### src/rtl/pix_pkg.sv
// Shared definitions for the pixel pair stream generator.
//   - mode_e  : per-frame point operation selector
//   - state_e : frame sequencer states
//   - PIX_W / RGB_W / PAIR_W : channel, pixel and memory word widths
//   - sat_add / sat_sub : saturating 8-bit channel arithmetic
package pix_pkg;

    localparam int PIX_W  = 8;
    localparam int RGB_W  = 3 * PIX_W;
    localparam int PAIR_W = 48;

    typedef enum logic [1:0] {
        MODE_PASS   = 2'd0,
        MODE_BRIGHT = 2'd1,
        MODE_INVERT = 2'd2,
        MODE_THRESH = 2'd3
    } mode_e;

    typedef enum logic [2:0] {
        ST_IDLE   = 3'd0,
        ST_ACTIVE = 3'd1,
        ST_HBLANK = 3'd2,
        ST_FLUSH  = 3'd3,
        ST_DONE   = 3'd4
    } state_e;

    // Clamp at 255: the carry out of the 9-bit sum signals overflow.
    function automatic logic [PIX_W-1:0] sat_add(input logic [PIX_W-1:0] c,
                                                 input logic [PIX_W-1:0] v);
        logic [PIX_W:0] sum;
        sum = {1'b0, c} + {1'b0, v};
        return sum[PIX_W] ? {PIX_W{1'b1}} : sum[PIX_W-1:0];
    endfunction

    // Clamp at 0: the sign bit of the 9-bit difference signals underflow.
    function automatic logic [PIX_W-1:0] sat_sub(input logic [PIX_W-1:0] c,
                                                 input logic [PIX_W-1:0] v);
        logic signed [PIX_W:0] diff;
        diff = $signed({1'b0, c}) - $signed({1'b0, v});
        return diff[PIX_W] ? {PIX_W{1'b0}} : diff[PIX_W-1:0];
    endfunction

endpackage

### src/rtl/pix_point_op.sv
// Combinational point operation on one RGB888 pixel.
// Ports:
//   mode       : operation (pass / brightness / invert / threshold)
//   value      : brightness offset or threshold level
//   bright_sub : 1 = subtract value in brightness mode
//   pix_in     : {R,G,B}, R in the MSBs
//   pix_out    : processed {R,G,B}
module pix_point_op
    import pix_pkg::*;
(
    input  mode_e              mode,
    input  logic [PIX_W-1:0]   value,
    input  logic               bright_sub,
    input  logic [RGB_W-1:0]   pix_in,
    output logic [RGB_W-1:0]   pix_out
);

    // Threshold compares the channel sum against 3*value so no divide is
    // needed; both sides fit in 10 bits (max 765).
    logic [PIX_W+1:0] chan_sum;
    logic [PIX_W+1:0] thr3;
    logic             above;

    assign chan_sum = {2'b00, pix_in[RGB_W-1 -: PIX_W]}
                    + {2'b00, pix_in[RGB_W-1-PIX_W -: PIX_W]}
                    + {2'b00, pix_in[PIX_W-1:0]};
    assign thr3     = {2'b00, value} + {1'b0, value, 1'b0};
    assign above    = (chan_sum > thr3);

    genvar gi;
    generate
        for (gi = 0; gi < 3; gi++) begin : g_chan
            logic [PIX_W-1:0] ch_in;
            logic [PIX_W-1:0] ch_out;

            assign ch_in = pix_in[RGB_W-1-gi*PIX_W -: PIX_W];

            always_comb begin
                ch_out = ch_in;
                case (mode)
                    MODE_PASS:   ch_out = ch_in;
                    MODE_BRIGHT: ch_out = bright_sub ? sat_sub(ch_in, value)
                                                     : sat_add(ch_in, value);
                    MODE_INVERT: ch_out = ~ch_in;
                    MODE_THRESH: ch_out = above ? {PIX_W{1'b1}} : {PIX_W{1'b0}};
                    default:     ch_out = ch_in;
                endcase
            end

            assign pix_out[RGB_W-1-gi*PIX_W -: PIX_W] = ch_out;
        end
    endgenerate

endmodule

### src/rtl/pixel_pair_stream_gen.sv
// Frame source for the BMP writer. Walks a frame memory holding two RGB888
// pixels per word in top-down row order, applies one point operation to
// every pixel and presents one pair per hsync cycle.
// Ports:
//   HCLK, HRESETn      : clock, asynchronous active-low reset
//   start              : one-cycle frame request (ignored while busy)
//   mode/value/bright_sub : operation setup, captured on accepted start
//   mem_rd, mem_addr   : frame memory read strobe / word address
//   mem_rdata          : {R0,G0,B0,R1,G1,B1}, valid one cycle after mem_rd
//   hsync              : output pair valid
//   DATA_WRITE_*0/*1   : even / odd pixel of the pair, held while hsync=0
//   busy               : accepted start through frame_done inclusive
//   frame_done         : one-cycle pulse one cycle after the last pair
module pixel_pair_stream_gen
    import pix_pkg::*;
#(
    parameter int unsigned WIDTH      = 768,
    parameter int unsigned HEIGHT     = 512,
    parameter int unsigned ADDR_W     = 18,
    parameter int unsigned HBLANK_CYC = 4
) (
    input  logic                HCLK,
    input  logic                HRESETn,
    input  logic                start,
    input  logic [1:0]          mode,
    input  logic [7:0]          value,
    input  logic                bright_sub,
    output logic                mem_rd,
    output logic [ADDR_W-1:0]   mem_addr,
    input  logic [PAIR_W-1:0]   mem_rdata,
    output logic                hsync,
    output logic [7:0]          DATA_WRITE_R0,
    output logic [7:0]          DATA_WRITE_G0,
    output logic [7:0]          DATA_WRITE_B0,
    output logic [7:0]          DATA_WRITE_R1,
    output logic [7:0]          DATA_WRITE_G1,
    output logic [7:0]          DATA_WRITE_B1,
    output logic                busy,
    output logic                frame_done
);

    localparam int unsigned COLS  = WIDTH / 2;
    localparam int unsigned COL_W = (COLS > 1) ? $clog2(COLS) : 1;
    localparam int unsigned ROW_W = (HEIGHT > 1) ? $clog2(HEIGHT) : 1;
    localparam int unsigned HB_W  = (HBLANK_CYC > 1) ? $clog2(HBLANK_CYC) : 1;

    localparam logic [COL_W-1:0] COL_LAST = COL_W'(COLS - 1);
    localparam logic [ROW_W-1:0] ROW_LAST = ROW_W'(HEIGHT - 1);
    // The blank counter counts down to zero, so it loads one less than the
    // number of blank cycles.
    localparam logic [HB_W-1:0]  HB_LOAD  = HB_W'((HBLANK_CYC > 0) ? HBLANK_CYC - 1 : 0);

    state_e              state_q,  state_d;
    logic [COL_W-1:0]    col_q,    col_d;
    logic [ROW_W-1:0]    row_q,    row_d;
    logic [ADDR_W-1:0]   addr_q,   addr_d;
    logic [HB_W-1:0]     hb_cnt_q, hb_cnt_d;
    logic                fl_cnt_q, fl_cnt_d;
    mode_e               mode_q,   mode_d;
    logic [PIX_W-1:0]    value_q,  value_d;
    logic                sub_q,    sub_d;
    logic                rd_q,     rd_d;
    logic                hsync_q,  hsync_d;
    logic [PAIR_W-1:0]   data_q,   data_d;

    logic [RGB_W-1:0]    proc_pix [2];

    // Frame sequencer
    always_comb begin
        state_d  = state_q;
        col_d    = col_q;
        row_d    = row_q;
        addr_d   = addr_q;
        hb_cnt_d = hb_cnt_q;
        fl_cnt_d = fl_cnt_q;
        mode_d   = mode_q;
        value_d  = value_q;
        sub_d    = sub_q;

        case (state_q)
            ST_IDLE: begin
                if (start) begin
                    mode_d  = mode_e'(mode);
                    value_d = value;
                    sub_d   = bright_sub;
                    col_d   = '0;
                    row_d   = '0;
                    addr_d  = '0;
                    state_d = ST_ACTIVE;
                end
            end
            ST_ACTIVE: begin
                // Address runs straight through row boundaries because rows
                // are stored back to back.
                addr_d = addr_q + ADDR_W'(1);
                if (col_q == COL_LAST) begin
                    col_d = '0;
                    if (row_q == ROW_LAST) begin
                        fl_cnt_d = 1'b0;
                        state_d  = ST_FLUSH;
                    end else begin
                        row_d = row_q + ROW_W'(1);
                        if (HBLANK_CYC > 0) begin
                            hb_cnt_d = HB_LOAD;
                            state_d  = ST_HBLANK;
                        end
                    end
                end else begin
                    col_d = col_q + COL_W'(1);
                end
            end
            ST_HBLANK: begin
                if (hb_cnt_q == '0) begin
                    state_d = ST_ACTIVE;
                end else begin
                    hb_cnt_d = hb_cnt_q - HB_W'(1);
                end
            end
            ST_FLUSH: begin
                // Two idle cycles let the last read reach hsync.
                if (fl_cnt_q) begin
                    state_d = ST_DONE;
                end else begin
                    fl_cnt_d = 1'b1;
                end
            end
            ST_DONE: begin
                state_d = ST_IDLE;
            end
            default: begin
                state_d = ST_IDLE;
            end
        endcase
    end

    // Two-stage output pipeline: rd_q marks the cycle mem_rdata is valid,
    // then the processed pair and hsync are registered together.
    always_comb begin
        rd_d    = (state_q == ST_ACTIVE);
        hsync_d = rd_q;
        data_d  = data_q;
        if (rd_q) begin
            data_d = {proc_pix[0], proc_pix[1]};
        end
    end

    genvar gi;
    generate
        for (gi = 0; gi < 2; gi++) begin : g_pix
            pix_point_op u_op (
                .mode       (mode_q),
                .value      (value_q),
                .bright_sub (sub_q),
                .pix_in     (mem_rdata[PAIR_W-1-gi*RGB_W -: RGB_W]),
                .pix_out    (proc_pix[gi])
            );
        end
    endgenerate

    always_ff @(posedge HCLK or negedge HRESETn) begin
        if (!HRESETn) begin
            state_q  <= ST_IDLE;
            col_q    <= '0;
            row_q    <= '0;
            addr_q   <= '0;
            hb_cnt_q <= '0;
            fl_cnt_q <= 1'b0;
            mode_q   <= MODE_PASS;
            value_q  <= '0;
            sub_q    <= 1'b0;
            rd_q     <= 1'b0;
            hsync_q  <= 1'b0;
            data_q   <= '0;
        end else begin
            state_q  <= state_d;
            col_q    <= col_d;
            row_q    <= row_d;
            addr_q   <= addr_d;
            hb_cnt_q <= hb_cnt_d;
            fl_cnt_q <= fl_cnt_d;
            mode_q   <= mode_d;
            value_q  <= value_d;
            sub_q    <= sub_d;
            rd_q     <= rd_d;
            hsync_q  <= hsync_d;
            data_q   <= data_d;
        end
    end

    // Status outputs decode the state register directly so they drop the
    // moment reset is asserted.
    assign mem_rd     = (state_q == ST_ACTIVE);
    assign mem_addr   = addr_q;
    assign busy       = (state_q != ST_IDLE);
    assign frame_done = (state_q == ST_DONE);
    assign hsync      = hsync_q;

    assign DATA_WRITE_R0 = data_q[47:40];
    assign DATA_WRITE_G0 = data_q[39:32];
    assign DATA_WRITE_B0 = data_q[31:24];
    assign DATA_WRITE_R1 = data_q[23:16];
    assign DATA_WRITE_G1 = data_q[15:8];
    assign DATA_WRITE_B1 = data_q[7:0];

endmodule

### config.mk
export PLATFORM = sky130hd
export DESIGN_NAME = pixel_pair_stream_gen
export DESIGN_NICKNAME = d
export VERILOG_FILES = /design/src/rtl/pix_pkg.sv /design/src/rtl/pix_point_op.sv /design/src/rtl/pixel_pair_stream_gen.sv
export SDC_FILE = /design/constraint.sdc
export NUM_CORES = 1
export LEC_CHECK = 0
export BUFFER_PORTS_ARGS = -buffer_cell sky130_fd_sc_hd__buf_2
export CAP_MARGIN = 10
export CORE_MARGIN = 2
export CORE_UTILIZATION = 35
export CTS_BUF_LIST = sky130_fd_sc_hd__clkbuf_8
export DETAILED_ROUTE_END_ITERATION = 10
export GPL_ROUTABILITY_DRIVEN = 0
export PLACE_DENSITY = 0.55
export SETUP_SLACK_MARGIN = 0.5
export SLEW_MARGIN = 20
export SYNTH_ARGS = -nofsm -noshare
export SYNTH_HDL_FRONTEND = slang
export SYNTH_SLANG_ARGS = --single-unit
export TNS_END_PERCENT = 5
### constraint.sdc
create_clock -name HCLK -period 4.2 [get_ports HCLK]
set_input_delay 0.21 -clock HCLK [delete_from_list [all_inputs] [get_ports HCLK]]
set_output_delay 0.21 -clock HCLK [all_outputs]
set_load 0.01 [all_outputs]
Yosys cells after proc, flatten, opt, wreduce, memory -nomap -nowiden
Index checks and enable logic that the tools add are counted.
Widths: inputs -> output; s select.

storage, ports and cells
  bits in registers = 103
  output and inout port bits = 70

cells by class
  add/subtract/negate cells = 21
  magnitude comparators = 2
  equality and inequality tests = 16
  muxes and demuxes = 47
  bitwise operators = 6
  reductions and logical operators = 13

operators by type and width
  operator               count
  $pmux 8 s4             6
  $mux 8                 20
  $add 8x8->9            8
  $sub 8x8->9            6
  $not 8->8              6
  $mux 9                 4
  $pmux 18 s2            1
  $pmux 9 s2             2
  $add 10x8->10          2
  $gt 10x10->1           2
  $add 18x1->18 const B  1
  $add 9x1->9 const B    2
  $eq 9x9->1 const B     2
  $mux 18                1
  $mux 3                 4
  $pmux 3 s4             1
  $reduce_and 4->1       3
  $add 8x9->10           1
  $ne 2x2->1 const B     5
  $eq 3x2->1 const B     2
  $mux 2                 3
  $reduce_bool 2->1      3
  $eq 2x2->1 const B     2
  $logic_not 2->1        2
  12 further kinds       16

Depth between registers and ports, before layout
Gate-level depths: netlist of the first run.

  word-level depth = 5
  mapped depth = 24

Hierarchy
From an unflattened synthesis of the first run, not the netlist that was laid out.

second synthesis, totals
  cell total of the unflattened synthesis = 1417
  area total of the unflattened synthesis = 12176.7 µm²

modules (own cells, without submodules)
  module                        times used  cells an instance  area each (µm²)
  pixel_pair_stream_gen         1           375                4498.1
  pix_point_op (g_pix[0].u_op)  1           526                3881.2
  pix_point_op (g_pix[1].u_op)  1           516                3797.4

Least setup slack after synthesis of the first run
No wires, ideal clock.

  path type = input-to-reg
  from = input mem_rdata[32]
  to = register data_q[39]
  library setup time = 122 ps
  arrival time = 3999 ps
  required time = 4078 ps
  setup slack = 80 ps
  stages on the path = 23
  path through = ha_1 -> inv_1 -> fa_1 -> nor2b_1 -> o21ai_0 -> nand2_1 -> a21o_1 -> nand2_1 -> nor2b_1 -> xnor2_1 -> ha_1 -> or2_2 -> a21oi_1 -> a21oi_1 -> xor2_1 -> ha_1 -> nand4_1 -> o311a_1 -> o32ai_2 -> and2_1 -> buf_4 -> o21ai_0 -> a32o_1

between the ends
  cells in the longest elaborated chain, start to end = 5
  elaborated cells on any way between the ends = 10
  those cells by class = 4 x add/sub; 1 x order compare; 5 x mux

ends and longest elaborated chain
  what                  RTL line                      source
  from (decl)           pixel_pair_stream_gen.sv:30   input logic [PAIR_W-1:0] mem_rdata,
  $add 8x8->9           pix_point_op.sv:25            + {2'b00, pix_in[RGB_W-1-PIX_W -: PIX_W]}
  $add 10x8->10         pix_point_op.sv:26            + {2'b00, pix_in[PIX_W-1:0]};
  $gt 10x10->1          pix_point_op.sv:28            assign above = (chan_sum > thr3);
  $mux 8                pix_point_op.sv:45            MODE_THRESH: ch_out = above ? {PIX_W{1'b1}} : {PIX_W{1'b0}};
  $pmux 8 s4 *          pix_point_op.sv:40            case (mode)
  to (signal assigned)  pixel_pair_stream_gen.sv:186  data_q <= data_d;
  to (decl)             pixel_pair_stream_gen.sv:64   logic [PAIR_W-1:0] data_q, data_d;

Mark *: on every way between the ends. The rest lies on a longest branch, timed or not.
A chain may end at the register's enable or synchronous reset.

Worst setup path in the final report of the first run
  from = input mem_rdata[8]
  to = register data_q[18]

between the ends
  cells in the longest elaborated chain, start to end = 5

ends and longest elaborated chain
  what           RTL line
  $add 8x8->9    pix_point_op.sv:25
  $add 10x8->10  pix_point_op.sv:26
  $gt 10x10->1   pix_point_op.sv:28
  $mux 8         pix_point_op.sv:45
  $pmux 8 s4     pix_point_op.sv:40

Every way passes these cells.

==> flow_summary.ini, run 1 <==
[clocking]
clk_latency_ns = 0.45
cts_buffers = 9
cts_tree = yes
clk_pin_slew_ns = 0.14
clock_sinks = 103
root_buffer = clkbuf_8
cts_buffer_depth = 2
htreeDepth = 3

[timing]
slew_headroom = 0.392
report.final.hold_viol_count = 0
tightestPinTransition_ns = 0.899
fin_skew_ns = 0.0199
setup_viol = 0
period_share = 0.950
drv_slew = 0
fmax_mhz = 251
rsz0062_at_grt = true
setup_slack_ns = 0.211
whs_ns = 0.104
finalCriticalPeriod_ns = 3.99
tns_ns = 0

[synthesis]
synth_top_flop_cell = dfrtp_1
ys_ff_latch = 103
yosysMostFrequentCell = nor2_1
async_reset_ff_frac = 1.00
yosysWarnings = 0
yosysSeqAreaShare = 0.222
synth.top_cells.by_count = nor2_1, ha_1, o21ai_0
yosysUniqueCellTypes = 92
syn_inst = 1444
synthTopCellsByArea = dfrtp_1, ha_1, nor2_1, o21ai_0, a21oi_1
netlist_area_sq_um = 11600
synth_edf_count = 0
syn_avg_cell_area_sq_um = 8.05
syn_nets = 1685
synth_top_area_cell = dfrtp_1
synth_top_area_frac = 0.222

[pwr]
intPower_mw = 1.78
swShare = 0.363
pwr-share-comb = 0.360
pwr-share-clk = 0.270
vdd_drop_max_v = 0.000128
cellPowerDensity_nw_per_um2 = 201
p_sw_mw = 1.01
pwr-share-seq = 0.369
p_leak_nw = 6.38

[grt]
track_usage = 0.234
grt_overflow = 0
antenna_found_initial = 8
grt_pass1_vias = 10795
grt_pass1_wl_um = 61800
grt_max_degree = 55

[outcome]
status = finished clean

[setup_path]
worstSetupStartpointType = primary input
crit_buf_inv = 4
path_class = primary input to flip-flop
critPathRequiredTime_ns = 4.52
slowest_delay_ns = 0.55
crit_path_end_kind = flip-flop
worstPathCellList = buf_8 > ha_4 > inv_2 > fa_2 > inv_2 > ha_4 > a21o_1 > a21oi_2 > nor2b_1 > o21a_1 > or4_4 > o311ai_2 > xnor2_1 > ha_1 > and4_1 > nand3_1 > o311a_1 > o21ai_4 > nand2_4 > buf_6 > o31a_1
slowest_stage = fa_2
critPathArrivalTime_ns = 4.31
crit_fanout = 7
path_delay_family = compound AO/OA/AOI/OAI gates

[finish]
nets = 1870
drive_gt1_frac = 0.197
syn2layout_area_growth_pct = 19.3
post-route-util = 0.425
finalInstanceArea_sq_um = 13900

[route]
routedWlPerCell_um = 19.5
wl_um = 40500
drt_iter0_drc = 879
vias = 11493
dr.pass1.iters = 5
via_per_inst = 5.52
drc = 0
drtAntennaViolNets = 0

[placed_design]
io_buffer_count = 131
dpl_cell_area_sq_um = 13200
hpwl_um = 30100
dp_slack_ns = -0.223

[floorplan]
core_area_sq_um = 32600
io_pins = 132
row_count = 66
die_height_um = 186
dieArea_sq_um = 34700
start_util = 0.356
die_w_um = 186

[hold_path]
hold_class = primary input to flip-flop

[job]
cap_violations = 0
## final cells by class
cell class	count	area (sq um)
well taps	442	553
clock inverters	7	97.6
fillers	3332	18800
clock buffers	9	124
flip-flops and latches	103	2580
inverters	103	387
diodes	5	12.5
repair buffers	232	1510
multi-input cells	1180	8590
## cell families (layout without fill, tap and decap cells)
group	count (synthesis)	in the layout	share of synthesized area
xor+xnor	74	74	0.0558
simple gates	452	454	0.187
other cells	0	5	0
compound gates	465	465	0.266
flops	103	103	0.222
buf+inv	163	351	0.0582
mux	8	8	0.00711
fa+ha+maj	179	179	0.204
## power by group through the flow
| stage | registers, mW | clock network (mW) | logic (mW) |
|---|---|---|---|
| final | 1.03 | 0.755 | 1.01 |
| after global placement | 1.05 | 0 | 0.916 |
| after detailed placement | 1.05 | 0 | 0.933 |
| after floorplan | 1.06 | 0 | 0.582 |
| after global routing | 1.03 | 0.817 | 1.12 |
| after CTS | 1.03 | 0.787 | 0.951 |
## per-layer routing
| layer | vias to the layer above | wire [um] | GRT usage |
|---|---|---|---|
| li1 | 5594 | - | - |
| met1 | 5495 | 18700 | 0.316 |
| met2 | 339 | 18200 | 0.374 |
| met3 | 59 | 2490 | 0.0483 |
| met4 | 6 | 1050 | 0.0800 |
| met5 | - | 46 | 0 |
## per-stage QoR
stage	instances	total power [mW]
2_1_floorplan	1444	1.64
3_3_place_gp	2037	1.97
3_5_place_dp	2037	1.98
4_1_cts	2071	2.77
5_1_grt	2078	2.97
6_report	2081	2.79
## final timing paths
check                               from  cells after the start           end  slack [ns]
max in group asynchronous        HRESETn                      3    data_q[19]        2.86
max                         mem_rdata[8]                     21    data_q[18]        0.21
min                        mem_rdata[24]                      3    data_q[24]        0.10
min in group asynchronous        HRESETn                      2     data_q[2]        0.36
min reg2reg                 mem_addr[17]                      1  mem_addr[17]        0.50
max reg2reg                   value_q[6]                     13    data_q[18]        0.39
## worst min-delay path, cell delays in order
cell and delay [ns]:
buf_2 0.15, o22ai_1 0.11, a21oi_1 0.05
## sequential cells by signal, indices dropped and copies added, names as in the netlist
| signal | flops |
|---|---|
| mode_q | 2 |
| row_q | 9 |
| hb_cnt_q | 2 |
| state_q | 3 |
| fl_cnt_q | 1 |
| hsync_d | 1 |
| col_q | 9 |
| data_q | 48 |
| sub_q | 1 |
| mem_addr | 18 |
| value_q | 8 |
| hsync | 1 |
## layout by cell type (no fill, tap or decap), types with 12 or more instances in the layout
cell / n
xor2_1: 26
o21ai_0: 106
o211ai_1: 13
nand2b_1: 26
o22ai_1: 14
inv_1: 95
a21o_1: 31
dlygate4sd3_1: 12
ha_1: 158
dfrtp_1: 100
xnor2_1: 46
buf_2: 126
a31oi_1: 16
a221oi_1: 13
o21ai_1: 12
nor2_1: 173
nand2_1: 92
a21oi_2: 12
nand4_1: 15
nor2b_1: 22
nand3_1: 29
a21oi_1: 93
a211oi_1: 27
nor3_1: 21
fa_1: 14
o21bai_1: 13
buf_4: 84
## timing repair
item | in CTS | in global routing
endpoints found under the setup margin | 48 | 48
hold buffers | 12 | 0
buffers inserted | 4 | 4
resized for setup | 18 | 46
hold endpoints to repair | 63 | 0
cloned | 2 | 1
pin swaps | 3 | 31
(Power assumes the default switching activity.)
==> run 2, diff against run 1 <==
--- a/config.mk
+++ b/config.mk
@@ -8,14 +8,16 @@
 export BUFFER_PORTS_ARGS = -buffer_cell sky130_fd_sc_hd__buf_2
 export CAP_MARGIN = 10
 export CORE_MARGIN = 2
-export CORE_UTILIZATION = 35
+export CORE_UTILIZATION = 55
 export CTS_BUF_LIST = sky130_fd_sc_hd__clkbuf_8
+export CTS_CLUSTER_DIAMETER = 40
 export DETAILED_ROUTE_END_ITERATION = 10
 export GPL_ROUTABILITY_DRIVEN = 0
-export PLACE_DENSITY = 0.55
+export PLACE_DENSITY = 0.78
 export SETUP_SLACK_MARGIN = 0.5
 export SLEW_MARGIN = 20
 export SYNTH_ARGS = -nofsm -noshare
 export SYNTH_HDL_FRONTEND = slang
+export SYNTH_HIERARCHICAL = 1
 export SYNTH_SLANG_ARGS = --single-unit
 export TNS_END_PERCENT = 5
==> run 2 against run 1 <==
Sequential share of layout area about the same; count of clock-buffer cells in the layout unchanged; design area increased by 0.44%; non-clock buffer count decreased by 31; clock power decreased by 13%.
==> flow_summary.ini, run 2 <==
[outcome]
status = finished clean

[route]
dr.pass1.iters = 5
drtAntennaViolNets = 0
drt_iter0_drc = 1190
drc = 0
wl_um = 37600
routedWlPerCell_um = 20.3
vias = 11824
via_per_inst = 6.39

[synthesis]
netlist_area_sq_um = 12200
syn_inst = 1417
async_reset_ff_frac = 1.00
synth_top_flop_cell = dfrtp_1
synthTopCellsByArea = dfrtp_1, ha_1, mux2_2, fa_1, a21oi_1
synth_top_area_frac = 0.212
ys_ff_latch = 103
syn_avg_cell_area_sq_um = 8.59
synth.top_cells.by_count = ha_1, a21oi_1, inv_1
synth_edf_count = 0
yosysWarnings = 6
yosysMostFrequentCell = ha_1
yosysSeqAreaShare = 0.212
synth_top_area_cell = dfrtp_1
syn_nets = 1664
yosysUniqueCellTypes = 91

[timing]
period_share = 0.915
drv_slew = 0
whs_ns = 0.0276
setup_slack_ns = 0.357
setup_viol = 0
fin_skew_ns = 0.0221
tightestPinTransition_ns = 0.926
fmax_mhz = 260
rsz0062_at_grt = true
slew_headroom = 0.381
report.final.hold_viol_count = 0
finalCriticalPeriod_ns = 3.84

[floorplan]
core_area_sq_um = 21800
dieArea_sq_um = 23300
row_count = 54
die_height_um = 153
die_w_um = 153
start_util = 0.560
io_pins = 132

[finish]
nets = 1810
final_common_cell = ha_1
final_cell_mix = ha_1, buf_2, a21oi_1, inv_1, nor2_1
register_area_sq_um = 2590
drive_gt1_frac = 0.226
multi_input_area_sq_um = 9060
post-route-util = 0.640
largest_reg_flops = 48
regMostFlops = data_q
syn2layout_area_growth_pct = 14.3
fillerInstances = 1826

[clocking]
clk_pin_slew_ns = 0.12
clk_latency_ns = 0.41
root_buffer = clkbuf_8
cts_tree = yes
htreeDepth = 3
cts_buffer_depth = 2
clock_sinks = 103
cts_buffers = 9

[setup_path]
slowest_delay_ns = 0.57
critPathArrivalTime_ns = 4.14
worstSetupStartpointType = primary input
path_class = primary input to flip-flop
crit_fanout = 6
worstPathCellList = buf_12 > inv_12 > fa_1 > inv_2 > ha_4 > fa_2 > a21o_1 > a21oi_2 > o21bai_1 > a21o_1 > xor2_1 > ha_1 > a211oi_2 > nor2_2 > a2111oi_4 > nor4_4 > buf_4 > buf_6 > nor2_4 > buf_12 > a21oi_1 > mux2_2
critPathRequiredTime_ns = 4.50
slowest_stage = fa_1
crit_path_end_kind = flip-flop

[pwr]
cellPowerDensity_nw_per_um2 = 854
p_leak_nw = 6.43
vdd_drop_max_v = 0.000441
total_power_mw = 11.9

[grt]
grt_pass1_wl_um = 59900
track_usage = 0.316
grt_pass1_vias = 11164
antenna_found_initial = 1
grt_overflow = 0
grt_max_degree = 78

[job]
cap_violations = 0

[placed_design]
hpwl_um = 28200
io_buffer_count = 131
dp_slack_ns = -0.164

[hold_path]
hold_class = primary input to flip-flop
## run 2: changes by cell type after synthesis, sizes merged, moves of 15 or more
cell / delta
nand2: -19
o21ai: -33
nor2: -66
mux2: +57
fa: +15
a21oi: +17
## run 2: logic make-up (layout without fill, tap and decap cells)
logic type | after synthesis | in the layout | synth area share
flip-flops | 103 | 103 | 0.212
XOR/XNOR | 64 | 64 | 0.0460
adder cells (fa/ha/maj) | 185 | 185 | 0.210
AO/OA/AOI/OAI | 441 | 441 | 0.251
AND/OR/NAND/NOR | 374 | 374 | 0.158
buffers and inverters | 179 | 330 | 0.0598
multiplexers | 71 | 71 | 0.0644
other | 0 | 1 | 0
## run 2: repair_timing
item,in CTS,in global routing
setup endpoints to repair,48,48
resized for setup,25,22
hold endpoints to repair,2,0
pin swaps,25,22
gates cloned,1,0
hold buffers,1,0
setup buffers,12,4
## run 2: per-stage QoR
step / instance area (sq um) / cells / setup TNS (ns)
6_report: 13900 / 1849 / 0
5_1_grt: 13900 / 1849 / 0
4_1_cts: 13800 / 1844 / 0
3_5_place_dp: 13400 / 1814 / -2.95
3_3_place_gp: 13400 / 1814 / -0.0974
2_1_floorplan: 12300 / 1417 / 0
## run 2: critical path, delay by kind of cell
kind            cells  cell delay, ns
fa+ha+maj           4            1.40
compound gates      7            1.20
buf+inv             6            0.61
mux                 1            0.27
simple gates        3            0.26
xor+xnor            1            0.15
## run 2: worst paths after layout
path	from	to	slack, ns	cells past startpoint
min reg2reg	mem_addr[17]	mem_addr[17]	0.50	1
min in group asynchronous	HRESETn	data_q[42]	0.40	2
max reg2reg	value_q[0]	data_q[46]	0.37	20
min	value[7]	value_q[7]	0.03	2
max in group asynchronous	HRESETn	hsync_d	2.89	3
max	mem_rdata[25]	data_q[46]	0.36	22
## run 2: layout make-up
class,count,share of cell area
antenna,1,0.000180
clock inverter,7,0.00557
tap,280,0.0252
multi-input combinational,1135,0.651
sequential,103,0.186
timing repair buffer,201,0.0916
clock buffer,9,0.00890
inverter,113,0.0317
## run 2: where the power goes
| part | leakage, nW | internal (mW) | switching [mW] |
|---|---|---|---|
| Clock | 0.0979 | 0.235 | 0.421 |
| Combinational | 5.05 | 4.01 | 5.32 |
| Sequential | 1.29 | 1.38 | 0.527 |
| Total | 6.43 | 5.62 | 6.27 |
## run 2: routing by layer
metal  GRT usage  up-vias  part of all wire
met4       0.120        0             0.036
li1            -     5457                 -
met5           0        -                 0
met3      0.0603      100             0.080
met1       0.422     5716              0.43
met2       0.509      551              0.46
